--- src/rtl/render_frame_scheduler.sv ---
// Frame sequencer for the pipelined torus renderer: lookahead coordinates,
// tear-free config commit at the vblank boundary, auto-rotation and frame status.
module render_frame_scheduler #(
    parameter int H_TOTAL   = 800,
    parameter int V_TOTAL   = 525,
    parameter int V_DISPLAY = 480,
    parameter int LEAD      = 4
) (
    input  logic        clk,
    input  logic        rst_n,
    input  logic [10:0] h_count,
    input  logic [9:0]  v_count,
    input  logic        cfg_valid,
    output logic        cfg_ready,
    input  logic [1:0]  cfg_scene,
    input  logic [15:0] cfg_angle,
    input  logic        auto_rotate,
    input  logic [15:0] rotate_step,
    output logic [10:0] render_h,
    output logic [9:0]  render_v,
    output logic [1:0]  scene_select,
    output logic [15:0] cam_angle,
    output logic        in_vblank,
    output logic        frame_start,
    output logic [7:0]  frame_count
);

    typedef enum logic [0:0] {ACTIVE, VBLANK} state_t;

    state_t      state_reg, state_next;
    logic [10:0] render_h_reg, render_h_next;
    logic [9:0]  render_v_reg, render_v_next;
    logic [9:0]  v_prev_reg;
    logic [1:0]  scene_reg, scene_next;
    logic [15:0] angle_reg, angle_next;
    logic [1:0]  shadow_scene_reg, shadow_scene_next;
    logic [15:0] shadow_angle_reg, shadow_angle_next;
    logic        pending_reg, pending_next;
    logic [7:0]  frame_count_reg, frame_count_next;
    logic        frame_start_reg, frame_start_next;
    logic        in_vblank_reg;

    logic [11:0] sum;
    logic [11:0] sum_wrap;
    logic [10:0] v_inc;
    logic        enter_vb;
    logic        enter_fr;
    logic        transfer;

    // Lookahead: a sum past the line end wraps onto the next line (and frame).
    always_comb begin
        sum           = {1'b0, h_count} + 12'(LEAD);
        sum_wrap      = sum - 12'(H_TOTAL);
        v_inc         = {1'b0, v_count} + 11'd1;
        render_h_next = sum[10:0];
        render_v_next = v_count;
        if (sum >= 12'(H_TOTAL)) begin
            render_h_next = sum_wrap[10:0];
            render_v_next = (v_inc == 11'(V_TOTAL)) ? 10'd0 : v_inc[9:0];
        end
    end

    // Edge detect on the line counter so multi-clock pixel cadences fire once.
    assign enter_vb = (v_count == 10'(V_DISPLAY)) && (v_prev_reg != 10'(V_DISPLAY));
    assign enter_fr = (v_count == 10'd0) && (v_prev_reg != 10'd0);
    assign transfer = cfg_valid && !pending_reg;

    always_comb begin
        state_next        = state_reg;
        scene_next        = scene_reg;
        angle_next        = angle_reg;
        shadow_scene_next = shadow_scene_reg;
        shadow_angle_next = shadow_angle_reg;
        pending_next      = pending_reg;
        frame_count_next  = frame_count_reg;
        frame_start_next  = 1'b0;

        // A transfer on the boundary clock only fills the shadow; it applies next frame.
        if (transfer) begin
            shadow_scene_next = cfg_scene;
            shadow_angle_next = cfg_angle;
            pending_next      = 1'b1;
        end

        case (state_reg)
            ACTIVE: begin
                if (enter_vb) begin
                    state_next       = VBLANK;
                    frame_count_next = frame_count_reg + 8'd1;
                    if (pending_reg) begin
                        scene_next   = shadow_scene_reg;
                        angle_next   = shadow_angle_reg;
                        pending_next = 1'b0;
                    end else if (auto_rotate) begin
                        angle_next = angle_reg + rotate_step;
                    end
                end
            end
            VBLANK: begin
                if (enter_fr) begin
                    state_next       = ACTIVE;
                    frame_start_next = 1'b1;
                end
            end
            default: state_next = ACTIVE;
        endcase
    end

    always_ff @(posedge clk or negedge rst_n) begin
        if (!rst_n) begin
            state_reg        <= ACTIVE;
            render_h_reg     <= '0;
            render_v_reg     <= '0;
            v_prev_reg       <= '0;
            scene_reg        <= '0;
            angle_reg        <= '0;
            shadow_scene_reg <= '0;
            shadow_angle_reg <= '0;
            pending_reg      <= 1'b0;
            frame_count_reg  <= '0;
            frame_start_reg  <= 1'b0;
            in_vblank_reg    <= 1'b0;
        end else begin
            state_reg        <= state_next;
            render_h_reg     <= render_h_next;
            render_v_reg     <= render_v_next;
            v_prev_reg       <= v_count;
            scene_reg        <= scene_next;
            angle_reg        <= angle_next;
            shadow_scene_reg <= shadow_scene_next;
            shadow_angle_reg <= shadow_angle_next;
            pending_reg      <= pending_next;
            frame_count_reg  <= frame_count_next;
            frame_start_reg  <= frame_start_next;
            in_vblank_reg    <= (state_next == VBLANK);
        end
    end

    assign cfg_ready    = !pending_reg;
    assign render_h     = render_h_reg;
    assign render_v     = render_v_reg;
    assign scene_select = scene_reg;
    assign cam_angle    = angle_reg;
    assign in_vblank    = in_vblank_reg;
    assign frame_start  = frame_start_reg;
    assign frame_count  = frame_count_reg;

endmodule
--- config.mk ---
export PLATFORM = sky130hd
export DESIGN_NAME = render_frame_scheduler
export DESIGN_NICKNAME = d
export VERILOG_FILES = /design/src/rtl/render_frame_scheduler.sv
export SDC_FILE = /design/constraint.sdc
export NUM_CORES = 1
export LEC_CHECK = 0
export BUFFER_PORTS_ARGS = -buffer_cell sky130_fd_sc_hd__buf_2
export CORE_MARGIN = 4
export CORE_UTILIZATION = 49
export CTS_BUF_LIST = sky130_fd_sc_hd__clkbuf_16
export CTS_CLUSTER_DIAMETER = 100
export DETAILED_ROUTE_END_ITERATION = 6
export HOLD_SLACK_MARGIN = 0.1
export PLACE_DENSITY = 0.77
export SETUP_SLACK_MARGIN = 0.1
export SLEW_MARGIN = 20
export SYNTH_ARGS = -nofsm -noshare
export SYNTH_HDL_FRONTEND = slang
export SYNTH_SLANG_ARGS = --single-unit
export TNS_END_PERCENT = 10
--- constraint.sdc ---
create_clock -name clk -period 2.4 [get_ports clk]
set_input_delay 0.24 -clock clk [delete_from_list [all_inputs] [get_ports clk]]
set_output_delay 0.24 -clock clk [all_outputs]
set_load 0.005 [all_outputs]
Word-level counts from Yosys, hierarchy flattened
Cells that the tools add are included.
{ "word_totals": {"latchBits": 0, "mem_count": 0, "mem_bits_ro": 0, "register_bits": 78, "ram_bits": 0, "out_inout_bits": 50, "inputBits": 59} }
{ "op_classes": {"n_div": 0, "n_reduce_logical": 10, "multipliers": 0, "bitwise_logic": 1, "muxes": 14, "n_eq_ne": 3, "n_addsub": 5, "order_cmp": 1, "shifts": 0} }
{ "ops": {"columns": ["cell", "count"], "rows": [
  ["2-to-1 mux 16 bit", 2],
  ["2-to-1 mux 10 bit", 2],
  ["adder 16 bit", 1],
  ["adder 11 x 3 -> 12 bit, second input constant", 1],
  ["greater-or-equal comparator 12 x 10 -> 1 bit, second input constant", 1],
  ["adder 10 x 1 -> 11 bit, second input constant", 1],
  ["equality test 11 x 10 -> 1 bit, second input constant", 1],
  ["2-to-1 mux 11 bit", 1],
  ["subtractor 11 x 10 -> 11 bit, second input constant", 1],
  ["equality test 10 x 9 -> 1 bit, second input constant", 1],
  ["zero test 10 bit", 1],
  ["inequality test 10 x 9 -> 1 bit, second input constant", 1],
  ["nonzero test 10 bit", 1],
  ["adder 8 x 1 -> 8 bit, second input constant", 1],
  ["2-to-1 mux 1 bit", 8],
  ["AND reduction 3 bit", 2],
  ["logical AND 1 bit", 3],
  ["case mux 1 bit (2 select lines)", 1],
  ["AND reduction 2 bit", 1],
  ["nonzero test 2 bit", 1],
  ["zero test 1 bit", 1],
  ["inverter 1 bit", 1]
]} }

Depth between registers and ports, before layout
Gate-level depths: netlist of the first run.
{ "depth": {"ltp_word": 6, "ltp_mapped": 10, "mapped_depth_nobuf": 9} }

Worst setup path before layout of the first run
No wires, ideal clock.
{ "synth_path": {"path_type": "reg2reg", "startpoint": "reg angle_reg[4], in the netlist cam_angle[4]", "endpoint": "reg angle_reg[15], in the netlist cam_angle[15]", "t_required_ps": 2269, "n_path_buf": 0, "stages_incl_launch_ff": 8, "arrival_ps": 2120, "path_slack_ps": 149, "cell_sequence": "dfrtp_1 -> ha_1 -> a21o_1 -> a2111oi_2 -> a211oi_1 -> a2111oi_2 -> nor4_1 -> nand3b_1"} }
{ "synth_between": {"elab_chain_len": 3} }
{ "synth_rtl": {"columns": ["item", "line_no", "text"], "rows": [
  ["start: declaration", "35", "logic [15:0] angle_reg, angle_next;"],
  ["start signal: assignment", "129", "angle_reg <= angle_next;"],
  ["adder 16 bit", "95", "angle_next = angle_reg + rotate_step;"],
  ["2-to-1 mux 16 bit", "94", "end else if (auto_rotate) begin"],
  ["2-to-1 mux 16 bit", "90", "if (pending_reg) begin"]
]} }
Every way passes these cells. The select of a mux whose other input is x is not followed.
A chain may end at the register's enable or synchronous reset.

Worst setup path in the final report of the first run
{ "layout_path": {"startpoint": "reg angle_reg[0], in the netlist cam_angle[0]", "endpoint": "reg angle_reg[6], in the netlist cam_angle[6]"} }
The elaborated chain is that of the path after synthesis.

==> results of run 1 <==
layer usage:
metal	share of wire	GRT usage	wire (um)	vias to the layer above
li1	-	-	-	1760
met1	0.44	0.248	4320	1712
met2	0.48	0.319	4730	100
met3	0.070	0.0514	684	10
met4	0.0099	0.0578	97	0
met5	0	0	0	-
cells in the final DEF (no fill, tap or decap), types with 3 or more instances in the layout:
cell type and instances:
buf_2 106, dfrtp_1 78, nand2_1 38, a21oi_1 27, mux2_2 21, xnor2_1 20
ha_1 20, nor2_1 17, o21ai_0 17, xor2_1 13, inv_1 12, and3_1 10
nand4_1 10, nand3_1 9, nor3_1 9, clkbuf_16 9, buf_4 9, a21o_1 8
nor2b_1 6, nand2b_1 5, mux2i_1 5, o21ai_1 5, dlygate4sd3_1 5, nor4_4 4
o211ai_1 3, nor3_2 3, or3_1 3, a2111oi_4 3, nor4_1 3, or4_1 3
o21a_1 3, o31ai_1 3
worst max-delay path: stages, from the launching register on:
cell and delay (ps):
dfrtp_1 390, ha_1 220, fa_2 350, a21o_1 210, a221o_1 350, buf_4 160, xnor2_1 110, nor2_1 100
a21oi_1 50, o21ai_0 190
cell usage after synthesis, types with 2 or more instances:
| library cell | instances |
|---|---|
| a21boi_0 | 4 |
| xor2_1 | 13 |
| a2111oi_2 | 2 |
| a31oi_1 | 2 |
| nand3_1 | 9 |
| a211oi_1 | 3 |
| a22oi_1 | 2 |
| ha_1 | 22 |
| xnor2_1 | 20 |
| nand4_1 | 10 |
| a2111oi_0 | 2 |
| mux2i_1 | 5 |
| inv_1 | 11 |
| nor4_1 | 3 |
| nor4_2 | 3 |
| a21bo_2 | 2 |
| nor3_1 | 10 |
| nor2b_1 | 6 |
| dfrtp_1 | 78 |
| clkbuf_1 | 5 |
| a211o_1 | 2 |
| buf_1 | 2 |
| o21ai_0 | 19 |
| o21a_1 | 3 |
| or4_1 | 3 |
| and2_1 | 2 |
| a21oi_1 | 29 |
| nor3_2 | 2 |
| o21ai_1 | 3 |
| buf_6 | 5 |
| and3_1 | 11 |
| mux2_2 | 21 |
| buf_2 | 6 |
| a21o_1 | 8 |
| o211ai_1 | 3 |
| nor4_4 | 2 |
| o31ai_1 | 3 |
| nand2_1 | 38 |
| o21bai_1 | 2 |
| nor2_1 | 17 |
| or3_1 | 3 |
| o22ai_1 | 3 |
| nand2b_1 | 5 |
metrics by stage:
step,std cells,power [W],cell area [um2],setup slack (ps)
5_1_grt,648,0.00327,5490,25.3
4_1_cts,648,0.00314,5390,67.3
3_5_place_dp,627,0.00189,5060,-7.77
6_report,648,0.00310,5490,165
2_1_floorplan,422,0.00170,4410,149
3_3_place_gp,627,0.00188,5060,12.9
logic make-up after synthesis:
kind of cell	after synthesis	share of synthesized area
XOR/XNOR	33	0.0655
flip-flops	78	0.443
multiplexers	27	0.0681
buffers and inverters	31	0.0377
AND/OR/NAND/NOR	130	0.165
adder cells (fa/ha/maj)	23	0.0669
AO/OA/AOI/OAI	100	0.154
final cells by class:
type | instances | area, um2
fillers | 705 | 3230
clock inverters | 7 | 41.3
clock buffers | 9 | 225
flip-flops and latches | 78 | 1950
inverters | 11 | 41.3
well taps | 108 | 135
repair buffers | 122 | 688
multi-input cells | 313 | 2410
timing repair:
action	in CTS	in global routing
buffers inserted	0	0
hold buffers	5	0
hold endpoints to repair	5	0
pin swaps	0	6
endpoints found under the setup margin	6	16
resized for setup	5	21
final timing paths:
path / slack, ps / depth (start not counted) / to
worst max-delay path: 170 / 9 / cam_angle[6]
worst min-delay path: 60 / 1 / render_v[3]
worst max register to register: 170 / 9 / cam_angle[6]
worst min register to register: 470 / 1 / frame_count[7]
max in group asynchronous: 1690 / 1 / v_prev_reg[6]
min in group clk: 120 / 2 / render_h[2]
power groups by stage:
stage                     Clock [W]  Sequential (W)  Combinational, W
after global placement            0         0.00147          0.000410
after detailed placement          0         0.00147          0.000420
after global routing        0.00132         0.00146          0.000493
after CTS                   0.00126         0.00145          0.000431
final                       0.00122         0.00145          0.000439
after floorplan                   0         0.00147          0.000237
==> results.md, run 1 <==
* CTS Buf Count at 9
* Combinational cell fraction of total power at 0.141
* Sw Ratio at 0.258
* IO Count at 109
* Vias at 3582
* Skew-Pair Late Insertion Delay at 330 ps
* Arrival @ worst endpoint at 2470 ps
* Synth unique cells at 61
* Mapped cell area at 4410 um2
* CTS Sinks at 78
* FF+latch count, synth at 78
* Crit path max fanout at 3
* Clock share of power at 0.392
* RR Startpoint: cam_angle[0]
* Nets at 617
* Drt wl/cell at 15.2 um
* Int Pwr at 0.00230 W
* Pins over their slew limit at 0
* Share of cells above drive strength 1 at 0.335
* Row cnt at 34
* Die W at 103 um
* CTS tree: done
* CORE AREA at 8720 um2
* Tcrit/Tclk final at 0.931
* CTS root buf: clkbuf_16
* Area grow syn2layout at 24.6%
* Fin Setup TNS at 0 ps
* Status: complete, no violations
* First-pass GRT wire length at 16.2 mm
* Initial core utilization at 0.506
* Die area at 10600 um2
* EDFF count, synth at 0
* Ant. Diodes at 0
* Slew headroom at 0.351
* Cell count after synthesis at 422
* Worst EP required at 2640 ps
* Crit. Startpoint: cam_angle[0]
* Fin util at 0.630
* Clk_skew at 6.01 ps
* Synth top area share at 0.443
* Final hold vios at 0
* Min-Delay Path Class: input pin to async pin
* Clk slew on worst S/H paths at 60 ps
* HPWL Detailed at 7.11 mm
* Initial antenna violation count at 0
* Yosys top cell by area: dfrtp_1
* PD cells at 565 nW/um2
* Synthesized net count at 504
* Register share of total power at 0.466
* Ys async rst share at 1.00
* Startpoint class of the critical path: flip-flop
* Synth Flop Type: dfrtp_1
* Max-cap violations at 0
* Die Y at 103 um
* Iter 0 DRT Violations at 125
* I/O Buffers at 108
* Peak supply drop at 0.310 mV
* Net load switching power at 0.000799 W
* Worst slew pin tran at 974 ps
* Largest net degree at the start of global routing at 79
* Post-synthesis sequential area ratio at 0.443
* CTS max path bufs at 2
* Mean post-synth cell area at 10.5 um2
* H-Tree Depth at 3
* CP Capture Type: flip-flop
* Routed Antenna Nets at 0
* Grt ovf at 0
* Largest cells by area after synthesis: dfrtp_1 44%, ha_1 6.2%, mux2_2 5.4%, xnor2_1 4.0%, a21oi_1 3.3%
* Synth Warn # at 0
* Min Clock Period, post-route at 2230 ps
* Crit Path Class: flip-flop to flip-flop
* Max frequency at 447 MHz
* DR vias/cell at 5.53
* DRC Markers at 0
* Static leakage at 2.64 nW
* RSZ-0062 raised after global routing: true
* Final Wtd Congestion at 0.865
* Hold WS at 61.1 ps
* Vias in the first global route at 3585
* Final setup vio count at 0
* Drt pass-1 iters at 4
* Drt total wl at 9.83 mm
* All-Layer GR Usage at 0.193
(Power assumes the default switching activity.)
==> run 2, diff against run 1 <==
Settings changed: CORE_UTILIZATION 49 to 54, PLACE_DENSITY 0.77 to 0.81.
Clock period 2.4 ns to 2.5 ns, I/O delays scaled along.
==> run 2 against run 1 <==
  * Combinational power shrank 7.5%
  * Flip-flop and latch count unchanged
  * Power rose by 1.4%
  * First-iteration DRC count is 22% lower
  * Clock-buffer cell count unchanged
  * Sequential power decreased by 4%
  * Non-clock buffer count decreased by 6
  * Via count grew 2.6%
  * Global-route usage increased by 2.8 points
  * Critical path type unchanged
  * Largest power group unchanged
==> results.md, run 2 (same netlist as run 1, synthesis figures left out) <==
* Status: complete, no violations (unchanged)
* Final Wtd Congestion at 0.833 (was 0.865)
* CTS max path bufs at 2 (unchanged)
* All-Layer GR Usage at 0.220 (was 0.193)
* Vias at 3674 (was 3582)
* Peak supply drop at 0.387 mV (was 0.310 mV)
* Vias in the first global route at 3768 (was 3585)
* Share of cells above drive strength 1 at 0.311 (was 0.335)
* Initial antenna violation count at 0 (unchanged)
* Drt wl/cell at 16.2 um (was 15.2 um)
* Max frequency at 427 MHz (was 447 MHz)
* Final setup vio count at 0 (unchanged)
* Startpoint class of the critical path: flip-flop (unchanged)
* Worst EP required at 2700 ps (was 2640 ps)
* Min-Delay Path Class: input pin to async pin (unchanged)
* Die W at 98.4 um (was 103 um)
* IO Count at 109 (unchanged)
* Commonest cells after routing, fill and taps aside: 107 x buf_2, 78 x dfrtp_1, 38 x nand2_1, 28 x a21oi_1, 22 x ha_1 (was 106 x buf_2, 78 x dfrtp_1, 38 x nand2_1, 27 x a21oi_1, 21 x mux2_2)
* Routed Antenna Nets at 0 (unchanged)
* DRC Markers at 0 (unchanged)
* CTS tree: done (unchanged)
* CP Capture Type: flip-flop (unchanged)
* DP Cell Count at 617 (was 627)
* Setup WS pre-CTS at 37.5 ps (was -7.77 ps)
* Multi-input logic area at 2310 um2 (was 2410 um2)
* Worst slew pin tran at 983 ps (was 974 ps)
* Ant. Diodes at 0 (unchanged)
* RSZ-0062 raised after global routing: true (unchanged)
* Crit. Startpoint: cam_angle[8] (was cam_angle[0])
* Setup crit end: cam_angle[15] (was cam_angle[6])
* Filler Cell Count at 640 (was 705)
* Largest net degree at the start of global routing at 79 (unchanged)
* CORE AREA at 7850 um2 (was 8720 um2)
* Crit Path Class: flip-flop to flip-flop (unchanged)
* Row cnt at 32 (was 34)
* Nets at 611 (was 617)
* HPWL Detailed at 7.53 mm (was 7.11 mm)
* Reg2Reg Depth at 7 (was 9)
* Drt pass-1 iters at 4 (unchanged)
* Arrival @ worst endpoint at 2540 ps (was 2470 ps)
* Area grow syn2layout at 21.5% (was 24.6%)
* Crit path max fanout at 6 (was 3)
* Skew-Pair Late Insertion Delay at 330 ps (about the same)
* Die Y at 98.4 um (was 103 um)
* Max-cap violations at 0 (unchanged)
* Slew headroom at 0.345 (was 0.351)
* DR vias/cell at 5.79 (was 5.53)
* PD cells at 587 nW/um2 (was 565 nW/um2)
* Reg area at 1950 um2 (unchanged)
* Fin Setup TNS at 0 ps (unchanged)
* RR Startpoint: cam_angle[8] (was cam_angle[0])
* Final worst slack at 156 ps (was 165 ps)
* CTS root buf: clkbuf_16 (unchanged)
* Min Clock Period, post-route at 2340 ps (was 2230 ps)
* Final hold vios at 0 (unchanged)
* Commonest non-fill, non-tap cell in the layout: buf_2 (unchanged)
* RR Endpoint: cam_angle[15] (was cam_angle[6])
* Initial core utilization at 0.562 (was 0.506)
* CTS Buf Count at 9 (unchanged)
* Die area at 9680 um2 (was 10600 um2)
* Reg2reg setup slack at 160 ps (was 170 ps)
* Clk slew on worst S/H paths at 60 ps (about the same)
* Drt total wl at 10.3 mm (was 9.83 mm)
* Tcrit/Tclk final at 0.938 (was 0.931)
* Static leakage at 2.61 nW (was 2.64 nW)
* Clk_skew at 5.24 ps (was 6.01 ps)
* I/O Buffers at 108 (unchanged)
* First-pass GRT wire length at 17.5 mm (was 16.2 mm)
* Iter 0 DRT Violations at 97 (was 125)
* Grt ovf at 0 (unchanged)
* Pins over their slew limit at 0 (unchanged)
* Non-Filler Instances at 635 (was 648)
* H-Tree Depth at 3 (unchanged)
* CTS Sinks at 78 (unchanged)
[run 2: layout make-up]
cell class	count	area share
clock buffers	9	0.0420
multi-input cells	313	0.431
well taps	102	0.0238
repair buffers	116	0.116
clock inverters	6	0.0145
flip-flops and latches	78	0.364
inverters	11	0.00771
[run 2: how the worst min path moves through the flow]
stage / startpoint / end / slack, ps / depth (start not counted)
global placement: h_count[1] / render_h[1] / 360 / 1
global route: v_count[1] / v_prev_reg[1] / 110 / 1
CTS: v_count[0] / v_prev_reg[0] / 100 / 1
floorplan: rst_n / cam_angle[0] / -50 / 0
detailed placement: h_count[1] / render_h[1] / 360 / 1
finish: rst_n / render_h[3] / 60 / 1
[run 2: timing repair]
item	CTS	global route
hold endpoints to repair	2	1
resized for setup	1	4
endpoints found under the setup margin	3	8
pin swaps	0	2
hold buffers	2	1
setup buffers	0	0
[run 2: report_power, final]
group | switching [W] | internal (W) | total [W] | leakage, nW
sequential | 0.0000432 | 0.00135 | 0.00139 | 0.982
clock | 0.000488 | 0.000858 | 0.00135 | 0.150
combinational | 0.000219 | 0.000187 | 0.000406 | 1.48
[run 2: layer usage]
metal / vias up / wire, um / share of wire / track usage
met5: - / 0 / 0 / 0
met4: 0 / 121 / 0.012 / 0.0714
met3: 12 / 881 / 0.085 / 0.0607
met2: 173 / 5260 / 0.51 / 0.381
met1: 1752 / 4050 / 0.39 / 0.266
li1: 1737 / - / - / -
[run 2: worst max-delay path: stages (launching register included)]
cell	delay, ps
dfrtp_1	400
ha_1	370
a21o_1	240
a2111oi_4	390
a21oi_1	150
o2111a_1	280
o31ai_1	280
nand3b_1	110
[run 2: through the flow]
step            util  total power, W  hold slack, ps  cell area (um2)
2_1_floorplan      -         0.00164           -45.6             4410
6_report       0.683         0.00314            57.4             5360
4_1_cts        0.681         0.00317             102             5340
5_1_grt        0.683         0.00329             113             5360
3_3_place_gp   0.638         0.00179             359             5010
3_5_place_dp   0.638         0.00181             360             5010
==> run 3, diff against run 2 <==
Settings changed: CORE_UTILIZATION 54 to 25, PLACE_DENSITY 0.81 to default.
==> run 3 against run 2 <==
  * Global-route usage decreased by 11 points
  * Highest routed layer unchanged
  * Non-clock buffer count up 9
  * Worst setup slack better by 17 ps
  * Largest power group unchanged
==> results.md, run 3 (same netlist as run 1, synthesis figures left out) <==
* Status: complete, no violations (unchanged)
* Grt ovf at 0 (unchanged)
* Clk slew on worst S/H paths at 60 ps (about the same)
* CTS max path bufs at 2 (unchanged)
* Tcrit/Tclk final at 0.931 (was 0.938)
* WP buf/inv at 0 (unchanged)
* RSZ-0062 raised after global routing: true (unchanged)
* Vias in the first global route at 3573 (was 3768)
* Drt pass-1 iters at 4 (unchanged)
* Die W at 141 um (was 98.4 um)
* Final hold vios at 0 (unchanged)
* Max frequency at 430 MHz (was 427 MHz)
* H-Tree Depth at 3 (unchanged)
* First-pass GRT wire length at 18.1 mm (was 17.5 mm)
* Hold depth at 1
* Worst-path cell chain: ha_1, fa_1, a21o_1, a221o_1, a21boi_0, xnor2_1, mux2i_1, o21ai_0 (was ha_1, a21o_1, a2111oi_4, a21oi_1, o2111a_1, o31ai_1, nand3b_1)
* Startpoint class of the critical path: flip-flop (unchanged)
* DRC Markers at 0 (unchanged)
* Worst EP required at 2760 ps (was 2700 ps)
* Row cnt at 48 (was 32)
* Critical Path Max Stage Delay at 410 ps (was 400 ps)
* Final worst slack at 173 ps (was 156 ps)
* Commonest cells after routing, fill and taps aside: 107 x buf_2, 78 x dfrtp_1, 38 x nand2_1, 28 x a21oi_1, 22 x ha_1 (unchanged)
* I/O Buffers at 108 (unchanged)
* Ant. Diodes at 0 (unchanged)
* Final Wtd Congestion at 0.840 (was 0.833)
* Peak supply drop at 0.300 mV (was 0.387 mV)
* Routed Antenna Nets at 0 (unchanged)
* CTS Buf Count at 9 (unchanged)
* Clk_skew at 4.86 ps (was 5.24 ps)
* CORE AREA at 17300 um2 (was 7850 um2)
* All-Layer GR Usage at 0.114 (was 0.220)
* Setup WS pre-CTS at 29.0 ps (was 37.5 ps)
* Hold EP: v_prev_reg[7]
* Die area at 19800 um2 (was 9680 um2)
* Nets at 620 (was 611)
* Postcts setup bufs at 0 (unchanged)
* Largest net degree at the start of global routing at 44 (was 79)
* Worst Hold Launch: v_count[7]
* Critical-path top delay cell: fa_1 (was dfrtp_1)
* Fin Setup TNS at 0 ps (unchanged)
* Initial antenna violation count at 0 (unchanged)
* Crit path max fanout at 3 (was 6)
* CTS tree: done (unchanged)
* HPWL Detailed at 8.27 mm (was 7.53 mm)
* Drt wl/cell at 14.2 um (was 16.2 um)
* RR Endpoint: cam_angle[8] (was cam_angle[15])
* Die Y at 141 um (was 98.4 um)
* Vias at 3501 (was 3674)
* IO Count at 109 (unchanged)
* Reg2Reg Depth at 8 (was 7)
* DR vias/cell at 4.56 (was 5.79)
* Initial core utilization at 0.255 (was 0.562)
* CTS root buf: clkbuf_16 (unchanged)
* Share of cells above drive strength 1 at 0.315 (was 0.311)
* Slew headroom at 0.623 (was 0.345)
* Min-Delay Path Class: input pin to flip-flop (was input pin to async pin)
* Area grow syn2layout at 27.1% (was 21.5%)
* Pins over their slew limit at 0 (unchanged)
* Skew-Pair Late Insertion Delay at 340 ps (was 330 ps)
* Final setup vio count at 0 (unchanged)
* RR Startpoint: cam_angle[0] (was cam_angle[8])
* Arrival @ worst endpoint at 2590 ps (was 2540 ps)
* Commonest non-fill, non-tap cell in the layout: buf_2 (unchanged)
* PD cells at 553 nW/um2 (was 587 nW/um2)
* Max-cap violations at 0 (unchanged)
* Reg2reg setup slack at 170 ps (was 160 ps)
* Min Clock Period, post-route at 2330 ps (was 2340 ps)
* Crit Path Class: flip-flop to flip-flop (unchanged)
* Delay-heaviest family, CP: compound AO/OA/AOI/OAI gates (unchanged)
* Static leakage at 2.65 nW (was 2.61 nW)
* CTS Sinks at 78 (unchanged)
* Drt total wl at 10.9 mm (was 10.3 mm)
* Worst slew pin tran at 566 ps (was 983 ps)
* CP Capture Type: flip-flop (unchanged)
* Iter 0 DRT Violations at 92 (was 97)
## run 3: changes by cell type in the layout (fill, tap and decap cells not counted), sizes merged
cell	previous run	this run
dlygate4sd3	3	8
buf	113	117
clkinv	4	2
clkinvlp	0	2
bufinv	2	1
inv	11	12
## run 3: routing by layer
metal | share of wire | global-route usage
met5 | 0 | 0
met2 | 0.46 | 0.180
met4 | 0.016 | 0.0413
met3 | 0.070 | 0.0383
met1 | 0.46 | 0.146
## run 3: report_power, final
group          total [W]  leakage, nW  switching, W  internal [W]
sequential       0.00139        0.982     0.0000416       0.00135
combinational   0.000418         1.53      0.000221      0.000198
clock            0.00129        0.135      0.000527      0.000766
total            0.00310         2.65      0.000789       0.00231
## run 3: how the worst max path moves through the flow
stage	slack (ps)	startpoint	to	cells past startpoint
final	170	cam_angle[0]	cam_angle[8]	8
after global routing	20	cam_angle[0]	cam_angle[8]	8
after CTS	50	cam_angle[4]	cam_angle[15]	7
after detailed placement	30	cam_angle[0]	cam_angle[14]	8
after global placement	80	cam_angle[0]	cam_angle[14]	8
after floorplan	250	cam_angle[4]	cam_angle[15]	7
## run 3: stage by stage
| stage | cells | total power [W] | cell area (um2) | util | hold WS [ps] |
|---|---|---|---|---|---|
| after CTS | 767 | 0.00317 | 5580 | 0.322 | 106 |
| after global placement | 744 | 0.00182 | 5200 | 0.301 | 279 |
| after detailed placement | 744 | 0.00182 | 5200 | 0.301 | 285 |
| after global routing | 767 | 0.00328 | 5610 | 0.324 | 112 |
| final | 767 | 0.00310 | 5610 | 0.324 | 130 |
| after floorplan | 422 | 0.00164 | 4410 | - | -45.6 |
## run 3: final cells by class
cell class / count / area (um2)
fillers: 1796 / 11700
clock buffers: 9 / 225
flip-flops and latches: 78 / 1950
clock inverters: 6 / 62.6
multi-input cells: 313 / 2330
well taps: 225 / 282
inverters: 11 / 41.3
repair buffers: 125 / 716
## run 3: repair_timing
| action | in CTS | in global routing |
|---|---|---|
| gates resized for setup | 1 | 3 |
| setup endpoints to repair | 4 | 13 |
| hold endpoints to repair | 49 | 0 |
| pin swaps | 0 | 1 |
| hold buffers | 8 | 0 |
